<file path="src/rtl/bip_datapath_ext.sv">
// Accumulator datapath for a small BIP-style CPU: latches one instruction,
// optionally waits for memory data, then updates the accumulator and {Z,N,C,V} flags.
module bip_datapath_ext #(
    parameter int NB_DATA    = 16,
    parameter int NB_OPERAND = 11,
    parameter int NB_ADDR    = 11
) (
    input  logic                  i_clk,
    input  logic                  i_rst,
    input  logic                  i_start,
    input  logic [1:0]            i_SelA,
    input  logic                  i_SelB,
    input  logic                  i_WrAcc,
    input  logic [2:0]            i_op,
    input  logic [NB_OPERAND-1:0] i_operand,
    input  logic [NB_DATA-1:0]    i_data_memory,
    input  logic                  i_mem_valid,
    output logic [NB_ADDR-1:0]    o_addr,
    output logic [NB_DATA-1:0]    o_data_memory,
    output logic                  o_busy,
    output logic                  o_done,
    output logic [3:0]            o_flags
);

    localparam int MSB = NB_DATA - 1;

    localparam logic [1:0] SELA_MEM  = 2'b00;
    localparam logic [1:0] SELA_IMM  = 2'b01;
    localparam logic [1:0] SELA_ALU  = 2'b10;

    localparam logic [2:0] OP_ADD  = 3'b000;
    localparam logic [2:0] OP_SUB  = 3'b001;
    localparam logic [2:0] OP_AND  = 3'b010;
    localparam logic [2:0] OP_OR   = 3'b011;
    localparam logic [2:0] OP_XOR  = 3'b100;
    localparam logic [2:0] OP_SLL1 = 3'b101;
    localparam logic [2:0] OP_SRA1 = 3'b110;
    localparam logic [2:0] OP_ADC  = 3'b111;

    // Flag bit positions within o_flags = {Z,N,C,V}
    localparam int FZ = 3;
    localparam int FN = 2;
    localparam int FC = 1;
    localparam int FV = 0;

    typedef enum logic {
        ST_IDLE     = 1'b0,
        ST_WAIT_MEM = 1'b1
    } state_t;

    // Returns {carry, overflow, result}; arithmetic wraps modulo 2^NB_DATA.
    function automatic logic [NB_DATA+1:0] alu_f(
        input logic [NB_DATA-1:0] a,
        input logic [NB_DATA-1:0] b,
        input logic [2:0]         op,
        input logic               cin
    );
        logic [NB_DATA:0]   wide;
        logic [NB_DATA-1:0] r;
        logic               c;
        logic               v;
        wide = '0;
        r    = '0;
        c    = 1'b0;
        v    = 1'b0;
        case (op)
            OP_ADD: begin
                wide = {1'b0, a} + {1'b0, b};
                r    = wide[NB_DATA-1:0];
                c    = wide[NB_DATA];
                v    = (a[MSB] == b[MSB]) && (r[MSB] != a[MSB]);
            end
            OP_ADC: begin
                wide = {1'b0, a} + {1'b0, b} + {{NB_DATA{1'b0}}, cin};
                r    = wide[NB_DATA-1:0];
                c    = wide[NB_DATA];
                v    = (a[MSB] == b[MSB]) && (r[MSB] != a[MSB]);
            end
            OP_SUB: begin
                // No borrow out of the extended subtraction means a >= b unsigned.
                wide = {1'b0, a} - {1'b0, b};
                r    = wide[NB_DATA-1:0];
                c    = ~wide[NB_DATA];
                v    = (a[MSB] != b[MSB]) && (r[MSB] != a[MSB]);
            end
            OP_AND: r = a & b;
            OP_OR:  r = a | b;
            OP_XOR: r = a ^ b;
            OP_SLL1: begin
                r = {a[NB_DATA-2:0], 1'b0};
                c = a[MSB];
            end
            OP_SRA1: begin
                r = {a[MSB], a[NB_DATA-1:1]};
                c = a[0];
            end
            default: r = a;
        endcase
        return {c, v, r};
    endfunction

    state_t                  state_q, state_d;
    logic [1:0]              sela_q, sela_d;
    logic                    selb_q, selb_d;
    logic                    wracc_q, wracc_d;
    logic [2:0]              op_q, op_d;
    logic [NB_OPERAND-1:0]   operand_q, operand_d;
    logic [NB_DATA-1:0]      acc_q, acc_d;
    logic [3:0]              flags_q, flags_d;
    logic                    done_q, done_d;

    // Instruction in effect this cycle: live inputs in IDLE, latched copy while waiting.
    logic                    idle;
    logic [1:0]              cur_sela;
    logic                    cur_selb;
    logic                    cur_wracc;
    logic [2:0]              cur_op;
    logic [NB_OPERAND-1:0]   cur_operand;
    logic signed [NB_DATA-1:0] ext_operand;
    logic [NB_DATA-1:0]      alu_b;
    logic [NB_DATA+1:0]      alu_out;
    logic                    mem_dep;
    logic                    exec;

    assign idle        = (state_q == ST_IDLE);
    assign cur_sela    = idle ? i_SelA    : sela_q;
    assign cur_selb    = idle ? i_SelB    : selb_q;
    assign cur_wracc   = idle ? i_WrAcc   : wracc_q;
    assign cur_op      = idle ? i_op      : op_q;
    assign cur_operand = idle ? i_operand : operand_q;

    assign ext_operand = NB_DATA'($signed(cur_operand));
    assign alu_b       = cur_selb ? ext_operand : i_data_memory;
    assign alu_out     = alu_f(acc_q, alu_b, cur_op, flags_q[FC]);

    assign mem_dep = cur_wracc &&
                     ((cur_sela == SELA_MEM) || ((cur_sela == SELA_ALU) && !cur_selb));

    always_comb begin
        state_d   = state_q;
        sela_d    = sela_q;
        selb_d    = selb_q;
        wracc_d   = wracc_q;
        op_d      = op_q;
        operand_d = operand_q;
        acc_d     = acc_q;
        flags_d   = flags_q;
        done_d    = 1'b0;
        exec      = 1'b0;

        case (state_q)
            ST_IDLE: begin
                if (i_start) begin
                    sela_d    = i_SelA;
                    selb_d    = i_SelB;
                    wracc_d   = i_WrAcc;
                    op_d      = i_op;
                    operand_d = i_operand;
                    if (mem_dep) begin
                        state_d = ST_WAIT_MEM;
                    end else begin
                        exec = 1'b1;
                    end
                end
            end
            ST_WAIT_MEM: begin
                if (i_mem_valid) begin
                    exec    = 1'b1;
                    state_d = ST_IDLE;
                end
            end
            default: state_d = ST_IDLE;
        endcase

        if (exec) begin
            done_d = 1'b1;
            if (cur_wracc) begin
                case (cur_sela)
                    SELA_MEM: begin
                        acc_d       = i_data_memory;
                        flags_d[FZ] = (i_data_memory == '0);
                        flags_d[FN] = i_data_memory[MSB];
                    end
                    SELA_IMM: begin
                        acc_d       = ext_operand;
                        flags_d[FZ] = (ext_operand == '0);
                        flags_d[FN] = ext_operand[MSB];
                    end
                    SELA_ALU: begin
                        acc_d       = alu_out[NB_DATA-1:0];
                        flags_d[FZ] = (alu_out[NB_DATA-1:0] == '0);
                        flags_d[FN] = alu_out[MSB];
                        flags_d[FC] = alu_out[NB_DATA+1];
                        flags_d[FV] = alu_out[NB_DATA];
                    end
                    default: ;
                endcase
            end
        end
    end

    // Register stage: all state, including an in-flight instruction, is cleared by reset.
    always_ff @(posedge i_clk) begin
        if (!i_rst) begin
            state_q   <= ST_IDLE;
            sela_q    <= '0;
            selb_q    <= 1'b0;
            wracc_q   <= 1'b0;
            op_q      <= '0;
            operand_q <= '0;
            acc_q     <= '0;
            flags_q   <= '0;
            done_q    <= 1'b0;
        end else begin
            state_q   <= state_d;
            sela_q    <= sela_d;
            selb_q    <= selb_d;
            wracc_q   <= wracc_d;
            op_q      <= op_d;
            operand_q <= operand_d;
            acc_q     <= acc_d;
            flags_q   <= flags_d;
            done_q    <= done_d;
        end
    end

    assign o_addr        = operand_q[NB_ADDR-1:0];
    assign o_data_memory = acc_q;
    assign o_busy        = (state_q == ST_WAIT_MEM);
    assign o_done        = done_q;
    assign o_flags       = flags_q;

endmodule

</file>
<file path="config.mk">
export PLATFORM = sky130hd
export DESIGN_NAME = bip_datapath_ext
export DESIGN_NICKNAME = d
export VERILOG_FILES = /design/src/rtl/bip_datapath_ext.sv
export SDC_FILE = /design/constraint.sdc
export NUM_CORES = 1
export LEC_CHECK = 0
export CORE_MARGIN = 4
export CORE_UTILIZATION = 62
export CTS_CLUSTER_SIZE = 16
export DETAILED_ROUTE_END_ITERATION = 6
export PLACE_DENSITY = 0.87
export SYNTH_ARGS = -nofsm -noshare
export SYNTH_HDL_FRONTEND = slang
export SYNTH_SLANG_ARGS = --single-unit
</file>
<file path="constraint.sdc">
create_clock -name i_clk -period 7.8 [get_ports i_clk]
set_input_delay 1.17 -clock i_clk [delete_from_list [all_inputs] [get_ports i_clk]]
set_output_delay 1.17 -clock i_clk [all_outputs]
set_load 0.05 [all_outputs]
</file>
==> results.json, run 1 <==
{
  "status": "complete, no violations",
  "mostFrequentLayoutCell": "nand2_1",
  "antenna_found_initial": 0,
  "cp-end-kind": "flip-flop",
  "number_of_slew_limit_violations_in_the_final_report": 0,
  "ir_worst_vdd_uv": 110,
  "routed_wire_length_per_instance_um": 21.8,
  "startpoint_of_the_worst_register_to_register_path": "o_busy$_SDFF_PN0_",
  "postSynthAreaPerCell_um2": 7.22,
  "worst-r2r-cell-count": 15,
  "holdPathEnd": "wracc_q$_SDFFE_PN0P_",
  "initial_core_util": 0.646,
  "net_load_switching_power_mw": 0.433,
  "worst_hold_slack_ns": 0.468,
  "die_width_um": 107,
  "route.detailed.drc": 0,
  "postCtsResizedCells": 0,
  "number_of_hold_repair_buffers_added_at_the_cts_stage": 0,
  "clkPwrFrac": 0.157,
  "worstPathRequired_ns": 8.00,
  "hold_viol": 0,
  "max_cap_viol_count": 0,
  "timing.hold.worst_path_depth": 2,
  "worst_skew_pair.late_latency_ns": 0.30,
  "p_int_mw": 0.453,
  "worst_setup_path_startpoint": "i_SelB",
  "fin_crit_sh": 0.764,
  "synth.distinct_cells": 83,
  "route.vias.total": 6978,
  "crit_family": "compound AO/OA/AOI/OAI gates",
  "max-slew-margin-rel": 0.109,
  "coreArea_mm2": 0.00937,
  "design.portCount": 71,
  "synth_enable_flop_cells": 0,
  "placement.io_buffers": 70,
  "r2r_end": "o_data_memory[14]$_SDFFE_PN0P_",
  "area_delta_synth_final_pct": 13.1,
  "synth_area_leaders": "ha_1 13%, dfxtp_1 13%, nand2_1 6.0%",
  "type_of_element_launching_the_critical_path": "input port",
  "cts_buffers": 5,
  "layout_common_cells": "96 x nand2_1, 70 x clkdlybuf4s50_1, 64 x ha_1",
  "synthDominantCellAreaShare": 0.132,
  "post_synth_inst_count": 838,
  "path_class": "in2reg",
  "clock_tree.buffer_depth": 2,
  "nNetsFinal": 978,
  "clock_sink_count": 39,
  "std_cell_rows": 35,
  "min_from": "wracc_q$_SDFFE_PN0P_",
  "drt_iter0_drc": 897,
  "globalplace.congestion": 1.01,
  "yosysSeqAreaShare": 0.129,
  "rsz0062_at_grt": "no",
  "worst-r2r-setup-slack_ns": 2.25,
  "path_cells": "clkdlybuf4s50_1 > mux2_2 > o21ai_0 > inv_1 > fa_1 > and3_1 > o21ai_0 > nand2_1 > nor4_1 > nand2_1 > o211a_1 > a211oi_2 > a21oi_1 > o32ai_1",
  "seq_power_share": 0.262,
  "crit_path_max_incr_delay_ns": 0.94,
  "grt_overflow_total": 0,
  "ant_nets": 0,
  "holdCritPathClass": "reg2reg",
  "clockRootBuffer": "clkbuf_8",
  "maximum_number_of_pins_on_one_net_before_global_route_repair": 42,
  "cts-htree-levels": 2,
  "via_count_of_the_first_global_routing_pass": 6761,
  "synth_area_mm2": 0.00605,
  "die_height_um": 107,
  "synth-main-ff-cell": "dfxtp_1",
  "cp.arrival_ns": 6.15,
  "fmax_mhz": 168,
  "power.share.combinational": 0.581,
  "vias_per_cell": 6.95,
  "switching_share": 0.488,
  "drt_wl_total_mm": 21.9,
  "total_leakage_power_nw": 2.56,
  "endpoints_failing_setup": 0,
  "drtPass1Iterations": 7,
  "final_layout_size_suffix_gt1_frac": 0.0583,
  "final.setup.tns_ns": 0,
  "clock-skew-final_ns": 0.00612,
  "cts_tree": "built",
  "critPathMaxFanout": 28,
  "post_cts_setup_buffer_count": 0,
  "clkTransAtPathRegs_ns": 0.08,
  "grt_first_pass_wirelength_mm": 35.3,
  "die_area_mm2": 0.0114,
  "yosys_warn_count": 0,
  "diodes": 0,
  "ys_async_sr_fraction": 0,
  "cell_type_with_the_highest_aggregate_area_in_the_netlist": "ha_1",
  "final.min_clock_period_ns": 5.96,
  "critPathBufInv": 2,
  "flip_flop_and_latch_count_after_synthesis": 39,
  "p_per_area_mw_per_mm2": 130,
  "synth_nets": 942,
  "critical_path.slowest_cell": "nor4_1",
  "grt_total_usage": 0.381,
  "worst-slew-pin-transition_ns": 1.33,
  "dp_hpwl_mm": 16.8
}
-- per-layer routing --
layer	up-vias	wire length [um]	share of wire	GRT usage
met1	3217	8560	0.39	0.505
met2	500	9420	0.43	0.595
met5	-	0	0	0
met4	0	1160	0.053	0.178
met3	90	2730	0.12	0.0747
li1	3171	-	-	-
-- worst max path at each step --
stage | endpoint | slack (ns) | depth (start not counted)
after floorplan | o_flags[3]$_SDFFE_PN0P_ | 2.27 | 20
after global placement | o_data_memory[14]$_SDFFE_PN0P_ | 1.95 | 14
after detailed placement | o_data_memory[14]$_SDFFE_PN0P_ | 1.75 | 14
after CTS | o_data_memory[14]$_SDFFE_PN0P_ | 2.04 | 15
after global routing | o_data_memory[14]$_SDFFE_PN0P_ | 1.53 | 14
final | o_data_memory[14]$_SDFFE_PN0P_ | 1.84 | 14
-- metrics by stage --
step / setup slack, ns / utilization / cells / instance area (um2) / power (mW)
after floorplan: 2.27 / - / 838 / 6050 / 0.587
after global placement: 1.95 / 0.721 / 996 / 6750 / 0.715
after detailed placement: 1.75 / 0.721 / 996 / 6750 / 0.729
after CTS: 2.04 / 0.730 / 1004 / 6840 / 0.868
after global routing: 1.53 / 0.730 / 1004 / 6840 / 0.935
final: 1.84 / 0.730 / 1004 / 6840 / 0.887
-- logic make-up (layout without fill, tap and decap cells) --
group | Yosys count | in the layout | synth area share
buffers and inverters | 99 | 136 | 0.0660
AND/OR/NAND/NOR | 297 | 297 | 0.243
flip-flops | 39 | 39 | 0.129
AO/OA/AOI/OAI | 286 | 286 | 0.333
XOR/XNOR | 24 | 24 | 0.0378
adder cells (fa/ha/maj) | 66 | 66 | 0.139
multiplexers | 27 | 27 | 0.0519
-- worst register-to-register path: cells and delay by family, from the launching register on --
| kind | cells | cell delay (ns) |
|---|---|---|
| AOI/OAI and AO/OA | 6 | 1.55 |
| buffers and inverters | 2 | 0.56 |
| muxes | 1 | 0.53 |
| adders and majority gates | 1 | 0.50 |
| DFF | 1 | 0.66 |
| and+or+nand+nor | 5 | 1.66 |
-- synthesized netlist by cell type (all sizes together), types with 11 or more instances --
master  instances
a21oi          58
o211ai         20
mux2i          20
a21boi         24
a211oi         23
buf            13
nor4           20
dfxtp          39
nor2b          16
nand2          96
inv            52
nor3           23
xnor2          13
nor2           60
o21ai          57
xor2           11
nand3          22
clkbuf         33
ha             64
-- layout make-up --
class	count	area [um2]
clock buffer	5	68.8
clock inverter	3	20.0
fill	794	2530
inverter	53	199
multi-input combinational	700	4870
sequential	39	782
tap	129	161
timing repair buffer	75	738
-- sequential cells by signal, indices dropped and copies added (netlist names) --
signal / flops
o_busy: 1
o_done: 1
o_flags: 4
o_data_memory: 15
wracc_q: 1
selb_q: 1
o_addr: 11
op_q: 3
sela_q: 2
-- power groups by stage --
stage	registers [mW]	logic [mW]	clock network, mW
6_report	0.232	0.515	0.139
5_1_grt	0.234	0.552	0.149
4_1_cts	0.231	0.496	0.141
3_5_place_dp	0.235	0.493	0
3_3_place_gp	0.234	0.481	0
2_1_floorplan	0.258	0.329	0
Note: power is estimated with default switching activity, not from simulation.
==> inputs of run 2 (changes only) <==
--- a/config.mk
+++ b/config.mk
@@ -6,10 +6,10 @@
 export NUM_CORES = 1
 export LEC_CHECK = 0
 export CORE_MARGIN = 4
-export CORE_UTILIZATION = 62
+export CORE_UTILIZATION = 59
 export CTS_CLUSTER_SIZE = 16
 export DETAILED_ROUTE_END_ITERATION = 6
-export PLACE_DENSITY = 0.87
+export PLACE_DENSITY = 0.84
 export SYNTH_ARGS = -nofsm -noshare
 export SYNTH_HDL_FRONTEND = slang
 export SYNTH_SLANG_ARGS = --single-unit
==> constraint.sdc (replaced) <==
create_clock -name i_clk -period 6.16 [get_ports i_clk]
set_input_delay 0.924 -clock i_clk [delete_from_list [all_inputs] [get_ports i_clk]]
set_output_delay 0.924 -clock i_clk [all_outputs]
set_load 0.05 [all_outputs]
==> run 2 against run 1 <==
Worst setup slack worse by 1.2 ns; cell count up 0.90%; combinational power up 27%; via count down 1.4%; clock skew down 0.0027 ns; count of clock-buffer cells in the layout unchanged; non-clock buffer count up 6; power up 31%; critical path type unchanged; largest cell class unchanged.
==> results.json, run 2 (synthesis gave the netlist of run 1 again) <==
{
  "status": "complete, no violations",
  "crit_path_max_incr_delay_ns": 0.59,
  "clock_sink_count": 39,
  "design.portCount": 71,
  "cts_tree": "built",
  "nNetsFinal": 984,
  "worst_skew_pair.late_latency_ns": 0.30,
  "critPathBufInv": 2,
  "placement.io_buffers": 70,
  "routedLengthMet1_mm": 8.90,
  "std_cell_rows": 36,
  "mostFrequentLayoutCell": "nand2_1",
  "detailroute.wirelength.met2_mm": 9.47,
  "routed_wire_length_per_instance_um": 21.4,
  "drtPass1Iterations": 7,
  "fmax_mhz": 182,
  "globalplace.congestion": 1.02,
  "clock_tree.buffer_depth": 2,
  "clock-skew-final_ns": 0.00341,
  "critPathMaxFanout": 28,
  "vias_per_cell": 6.79,
  "clockRootBuffer": "clkbuf_8",
  "coreArea_mm2": 0.00986,
  "path_class": "in2reg",
  "worstPathRequired_ns": 6.37,
  "die_area_mm2": 0.0119,
  "ir_worst_vdd_uv": 182,
  "postCtsResizedCells": 0,
  "crit_family": "compound AO/OA/AOI/OAI gates",
  "die_width_um": 109,
  "n_fill_cell": 826,
  "dpl.cell_count": 1006,
  "final.setup.tns_ns": 0,
  "grt_overflow_total": 0,
  "grt_first_pass_wirelength_mm": 34.4,
  "critical_path.slowest_cell": "nor4b_1",
  "wl_met3_mm": 2.25,
  "worst-slew-pin-transition_ns": 1.06,
  "worst_setup_path_startpoint": "i_SelB",
  "timing.final.ws_setup_ns": 0.654,
  "final_core_util": 0.701,
  "number_of_slew_limit_violations_in_the_final_report": 0,
  "clkTransAtPathRegs_ns": 0.08,
  "place_worst_setup_slack_ns": 0.407,
  "cp-end-kind": "flip-flop",
  "antenna_found_initial": 0,
  "via_count_of_the_first_global_routing_pass": 6530,
  "startpoint_of_the_worst_register_to_register_path": "o_busy$_SDFF_PN0_",
  "maximum_number_of_pins_on_one_net_before_global_route_repair": 42,
  "min_from": "sela_q[0]$_SDFFE_PN0P_",
  "endpoints_failing_setup": 0,
  "drt_wl_total_mm": 21.6,
  "final.min_clock_period_ns": 5.51,
  "p_per_area_mw_per_mm2": 168,
  "dp_hpwl_mm": 17.1,
  "max_cap_viol_count": 0,
  "post_cts_setup_buffer_count": 0,
  "rsz0062_at_grt": "no",
  "max-slew-margin-rel": 0.277,
  "path_cells": "clkdlybuf4s50_1 > mux2_2 > o21ai_0 > inv_1 > fa_1 > and3_1 > o211ai_1 > a21oi_1 > nor2b_1 > nor4b_1 > nand2_1 > o211a_1 > a211oi_2 > a21oi_1 > o32ai_1",
  "initial_core_util": 0.613,
  "route.top_layer_used": "met4",
  "total_leakage_power_nw": 2.60,
  "route.vias.total": 6883,
  "cts-htree-levels": 2,
  "route.detailed.drc": 0,
  "cp.arrival_ns": 5.71,
  "worst_hold_slack_ns": 0.485,
  "area_delta_synth_final_pct": 14.2,
  "die_height_um": 109,
  "drt_iter0_drc": 933,
  "type_of_element_launching_the_critical_path": "input port",
  "cts_buffers": 5,
  "holdCritPathClass": "reg2reg",
  "ant_nets": 0,
  "number_of_hold_repair_buffers_added_at_the_cts_stage": 0,
  "diodes": 0,
  "hold_viol": 0,
  "crit_path_frequent_cell": "a21oi_1",
  "largest_reg_flops": 15,
  "layout_common_cells": "96 x nand2_1, 70 x clkdlybuf4s50_1, 64 x ha_1",
  "stdcell_count": 1013,
  "fin_crit_sh": 0.894,
  "final_layout_size_suffix_gt1_frac": 0.0636,
  "grt_total_usage": 0.369
}
## run 2: changes by cell type in the layout (fill, tap and decap cells not counted)
cell,change
buf_4,+6
bufinv_16,+1
clkinv_2,-1
clkinvlp_4,-1
## run 2: final timing paths
kind | to | slack [ns] | cells after the start
setup / recovery | o_data_memory[14]$_SDFFE_PN0P_ | 0.65 | 15
hold / removal | sela_q[0]$_SDFFE_PN0P_ | 0.48 | 2
setup reg to reg | o_data_memory[14]$_SDFFE_PN0P_ | 0.92 | 14
hold reg to reg | sela_q[0]$_SDFFE_PN0P_ | 0.48 | 2
## run 2: worst reg2reg max path: cells and delay by family (launching register included)
family	cells	cell delay, ns
AOI/OAI and AO/OA	7	1.84
and+or+nand+nor	4	1.38
DFF	1	0.66
muxes	1	0.57
adders and majority gates	1	0.50
buffers and inverters	1	0.18
## run 2: stage by stage
step	area (um2)	total power, mW
after floorplan	6050	0.743
after global routing	6910	1.22
after detailed placement	6800	0.928
after CTS	6910	1.14
final	6910	1.16
after global placement	6800	0.914
## run 2: cell type report
cell class / instances / area [um2] / share of cell area
clock buffers: 5 / 68.8 / 0.00996
clock inverters: 2 / 37.5 / 0.00543
inverters: 53 / 199 / 0.0288
multi-input cells: 700 / 4870 / 0.705
flip-flops and latches: 39 / 782 / 0.113
well taps: 133 / 166 / 0.0241
repair buffers: 81 / 783 / 0.113
## run 2: layer usage
| layer | vias up | global-route usage |
|---|---|---|
| met1 | 3209 | 0.486 |
| li1 | 3188 | - |
| met5 | - | 0 |
| met4 | 0 | 0.167 |
| met2 | 415 | 0.589 |
| met3 | 71 | 0.0598 |
## run 2: report_power, final
part	leakage [nW]	switching, mW	total [mW]	internal, mW
clock	0.0502	0.0951	0.213	0.118
sequential	0.319	0.0271	0.293	0.266
combinational	2.23	0.421	0.653	0.232
==> inputs of run 3 (changes only) <==
--- a/config.mk
+++ b/config.mk
@@ -10,6 +10,7 @@
 export CTS_CLUSTER_SIZE = 16
 export DETAILED_ROUTE_END_ITERATION = 6
 export PLACE_DENSITY = 0.84
+export RECOVER_POWER = 50
 export SYNTH_ARGS = -nofsm -noshare
 export SYNTH_HDL_FRONTEND = slang
 export SYNTH_SLANG_ARGS = --single-unit
==> constraint.sdc (replaced) <==
create_clock -name i_clk -period 5.35 [get_ports i_clk]
set_input_delay 0.8025 -clock i_clk [delete_from_list [all_inputs] [get_ports i_clk]]
set_output_delay 0.8025 -clock i_clk [all_outputs]
set_load 0.05 [all_outputs]
==> run 3 against run 2 <==
The flow now finishes with violations (capacitance limit); largest cell class unchanged; non-clock buffer count is 40 higher; routed wire length up 5.0%; highest routed layer unchanged; count of clock-buffer cells in the layout grew 1; core utilization is 2.8 points higher; cell count up 4.0%; die area unchanged; global-route usage increased by 1.5 points; critical path type unchanged.
==> results.json, run 3 (synthesis gave the netlist of run 1 again) <==
{
  "status": "finished, violations left",
  "failed_checks": "capacitance limit",
  "number_of_hold_repair_buffers_added_at_the_cts_stage": 0,
  "dpl-instance-area_mm2": 0.00710,
  "design.portCount": 71,
  "diodes": 0,
  "layout_common_cells": "96 x nand2_1, 64 x ha_1, 60 x nor2_1",
  "worst-r2r-cell-count": 16,
  "final.min_clock_period_ns": 5.06,
  "std_cell_rows": 36,
  "path_class": "in2reg",
  "globalplace.congestion": 1.01,
  "worst_hold_slack_ns": 0.478,
  "hold_viol": 0,
  "maximum_number_of_pins_on_one_net_before_global_route_repair": 43,
  "crit_path_frequent_cell": "buf_4",
  "fin_crit_sh": 0.945,
  "cp.arrival_ns": 5.28,
  "grt_first_pass_wirelength_mm": 35.8,
  "vias_per_cell": 6.89,
  "path_cells": "clkdlybuf4s50_1 > mux2_2 > buf_4 > o21ai_0 > ha_1 > nor4_1 > buf_4 > nand2_1 > a211oi_1 > buf_4 > a211oi_1 > a21oi_1 > xor2_1 > o221ai_1 > o21ai_0 > a22oi_1 > o31ai_2",
  "die_height_um": 109,
  "nNetsFinal": 1024,
  "mostFrequentLayoutCell": "nand2_1",
  "cp-end-kind": "flip-flop",
  "drtPass1Iterations": 6,
  "die_area_mm2": 0.0119,
  "cts_tree": "built",
  "route.top_layer_used": "met4",
  "worst_skew_pair.late_latency_ns": 0.31,
  "p_per_area_mw_per_mm2": 190,
  "timing.final.ws_setup_ns": 0.292,
  "endpoints_failing_setup": 0,
  "worst_setup_path_startpoint": "i_SelB",
  "critical_path.slowest_cell": "o21ai_0",
  "initial_core_util": 0.613,
  "place_worst_setup_slack_ns": 0.0403,
  "area_delta_synth_final_pct": 18.8,
  "final_layout_size_suffix_gt1_frac": 0.102,
  "r2r_end": "o_flags[3]$_SDFFE_PN0P_",
  "route.detailed.drc": 0,
  "number_of_slew_limit_violations_in_the_final_report": 0,
  "drt_iter0_drc": 861,
  "clkTransAtPathRegs_ns": 0.08,
  "fmax_mhz": 198,
  "worst-r2r-setup-slack_ns": 0.29,
  "critPathMaxFanout": 15,
  "rsz0062_at_grt": "no",
  "grt_total_usage": 0.383,
  "drt_wl_total_mm": 22.7,
  "route.vias.total": 7257,
  "holdCritPathClass": "reg2reg",
  "antenna_found_initial": 0,
  "total_leakage_power_nw": 2.83,
  "max_cap_viol_count": 1,
  "detailroute.wirelength.met2_mm": 9.95,
  "die_width_um": 109,
  "max-slew-margin-rel": 0.00493,
  "wl_met3_mm": 2.66,
  "routed_wire_length_per_instance_um": 21.6,
  "worstPathRequired_ns": 5.57,
  "ant_nets": 0,
  "crit_family": "compound AO/OA/AOI/OAI gates",
  "largest_reg_flops": 15,
  "coreArea_mm2": 0.00986,
  "via_count_of_the_first_global_routing_pass": 6930,
  "type_of_element_launching_the_critical_path": "input port",
  "ir_worst_vdd_uv": 278,
  "routedLengthMet1_mm": 8.98,
  "placement.io_buffers": 70,
  "clock_sink_count": 39,
  "cts_buffers": 5,
  "crit_path_max_incr_delay_ns": 0.53,
  "worst-slew-pin-transition_ns": 1.48,
  "critPathBufInv": 4,
  "crit_path_end": "o_flags[3]$_SDFFE_PN0P_",
  "final.setup.tns_ns": 0,
  "clock_tree.buffer_depth": 2,
  "startpoint_of_the_worst_register_to_register_path": "o_busy$_SDFF_PN0_",
  "clockRootBuffer": "clkbuf_8",
  "path_depth": 17,
  "final_design_area_no_fill_mm2": 0.00719,
  "cts-htree-levels": 2,
  "dp_hpwl_mm": 17.7,
  "grt_overflow_total": 0,
  "clock-skew-final_ns": 0.0105
}
## run 3: cell count changes in the layout (fill, tap and decap cells not counted), sizes merged
cell and delta:
clkbuf +1, clkdlybuf4s50 -17, dlygate4sd3 +17, bufinv -1, buf +40, clkinv +1
## run 3: layer usage
| layer | vias up | global-route usage |
|---|---|---|
| met2 | 498 | 0.609 |
| met3 | 98 | 0.0930 |
| met4 | 0 | 0.178 |
| met5 | - | 0 |
| li1 | 3266 | - |
| met1 | 3395 | 0.488 |
## run 3: final cells by class
| type | count | area (um2) |
|---|---|---|
| Clock inverter | 2 | 12.5 |
| Multi-Input combinational cell | 700 | 4870 |
| Inverter | 53 | 199 |
| Clock buffer | 6 | 72.6 |
| Fill cell | 798 | 2680 |
| Tap cell | 133 | 166 |
| Sequential cell | 39 | 781 |
| Timing Repair Buffer | 121 | 1080 |
## run 3: timing repair
action	in CTS	in global routing
setup buffers	0	0
resized for setup	0	3
hold endpoints to repair	0	0
endpoints found under the setup margin	0	2
## run 3: worst min-delay path by stage
| stage | startpoint | end | depth (start not counted) |
|---|---|---|---|
| 2_1_floorplan | wracc_q$_SDFFE_PN0P_ | wracc_q$_SDFFE_PN0P_ | 2 |
| 3_3_place_gp | wracc_q$_SDFFE_PN0P_ | wracc_q$_SDFFE_PN0P_ | 2 |
| 3_5_place_dp | sela_q[1]$_SDFFE_PN0P_ | sela_q[1]$_SDFFE_PN0P_ | 2 |
| 4_1_cts | sela_q[1]$_SDFFE_PN0P_ | sela_q[1]$_SDFFE_PN0P_ | 2 |
| 5_1_grt | sela_q[1]$_SDFFE_PN0P_ | sela_q[1]$_SDFFE_PN0P_ | 2 |
| 6_report | sela_q[0]$_SDFFE_PN0P_ | sela_q[0]$_SDFFE_PN0P_ | 2 |
## run 3: power by group
part           total [mW]  switching [mW]  internal, mW  leakage [nW]
sequential          0.337          0.0306         0.307         0.319
combinational       0.823           0.508         0.315          2.47
clock               0.203           0.112        0.0912        0.0412
## run 3: tightest hold or removal path: stages (launching register included)
cell and delay, ns:
dfxtp_1 0.31, nand2_1 0.05, a21boi_0 0.07
## run 3: per-stage QoR
stage               instances  power, mW   util
floorplan                 838      0.856      -
global placement         1046       1.11  0.720
detailed placement       1046       1.13  0.720
CTS                      1054       1.34  0.729
global route             1054       1.43  0.729
finish                   1054       1.36  0.729
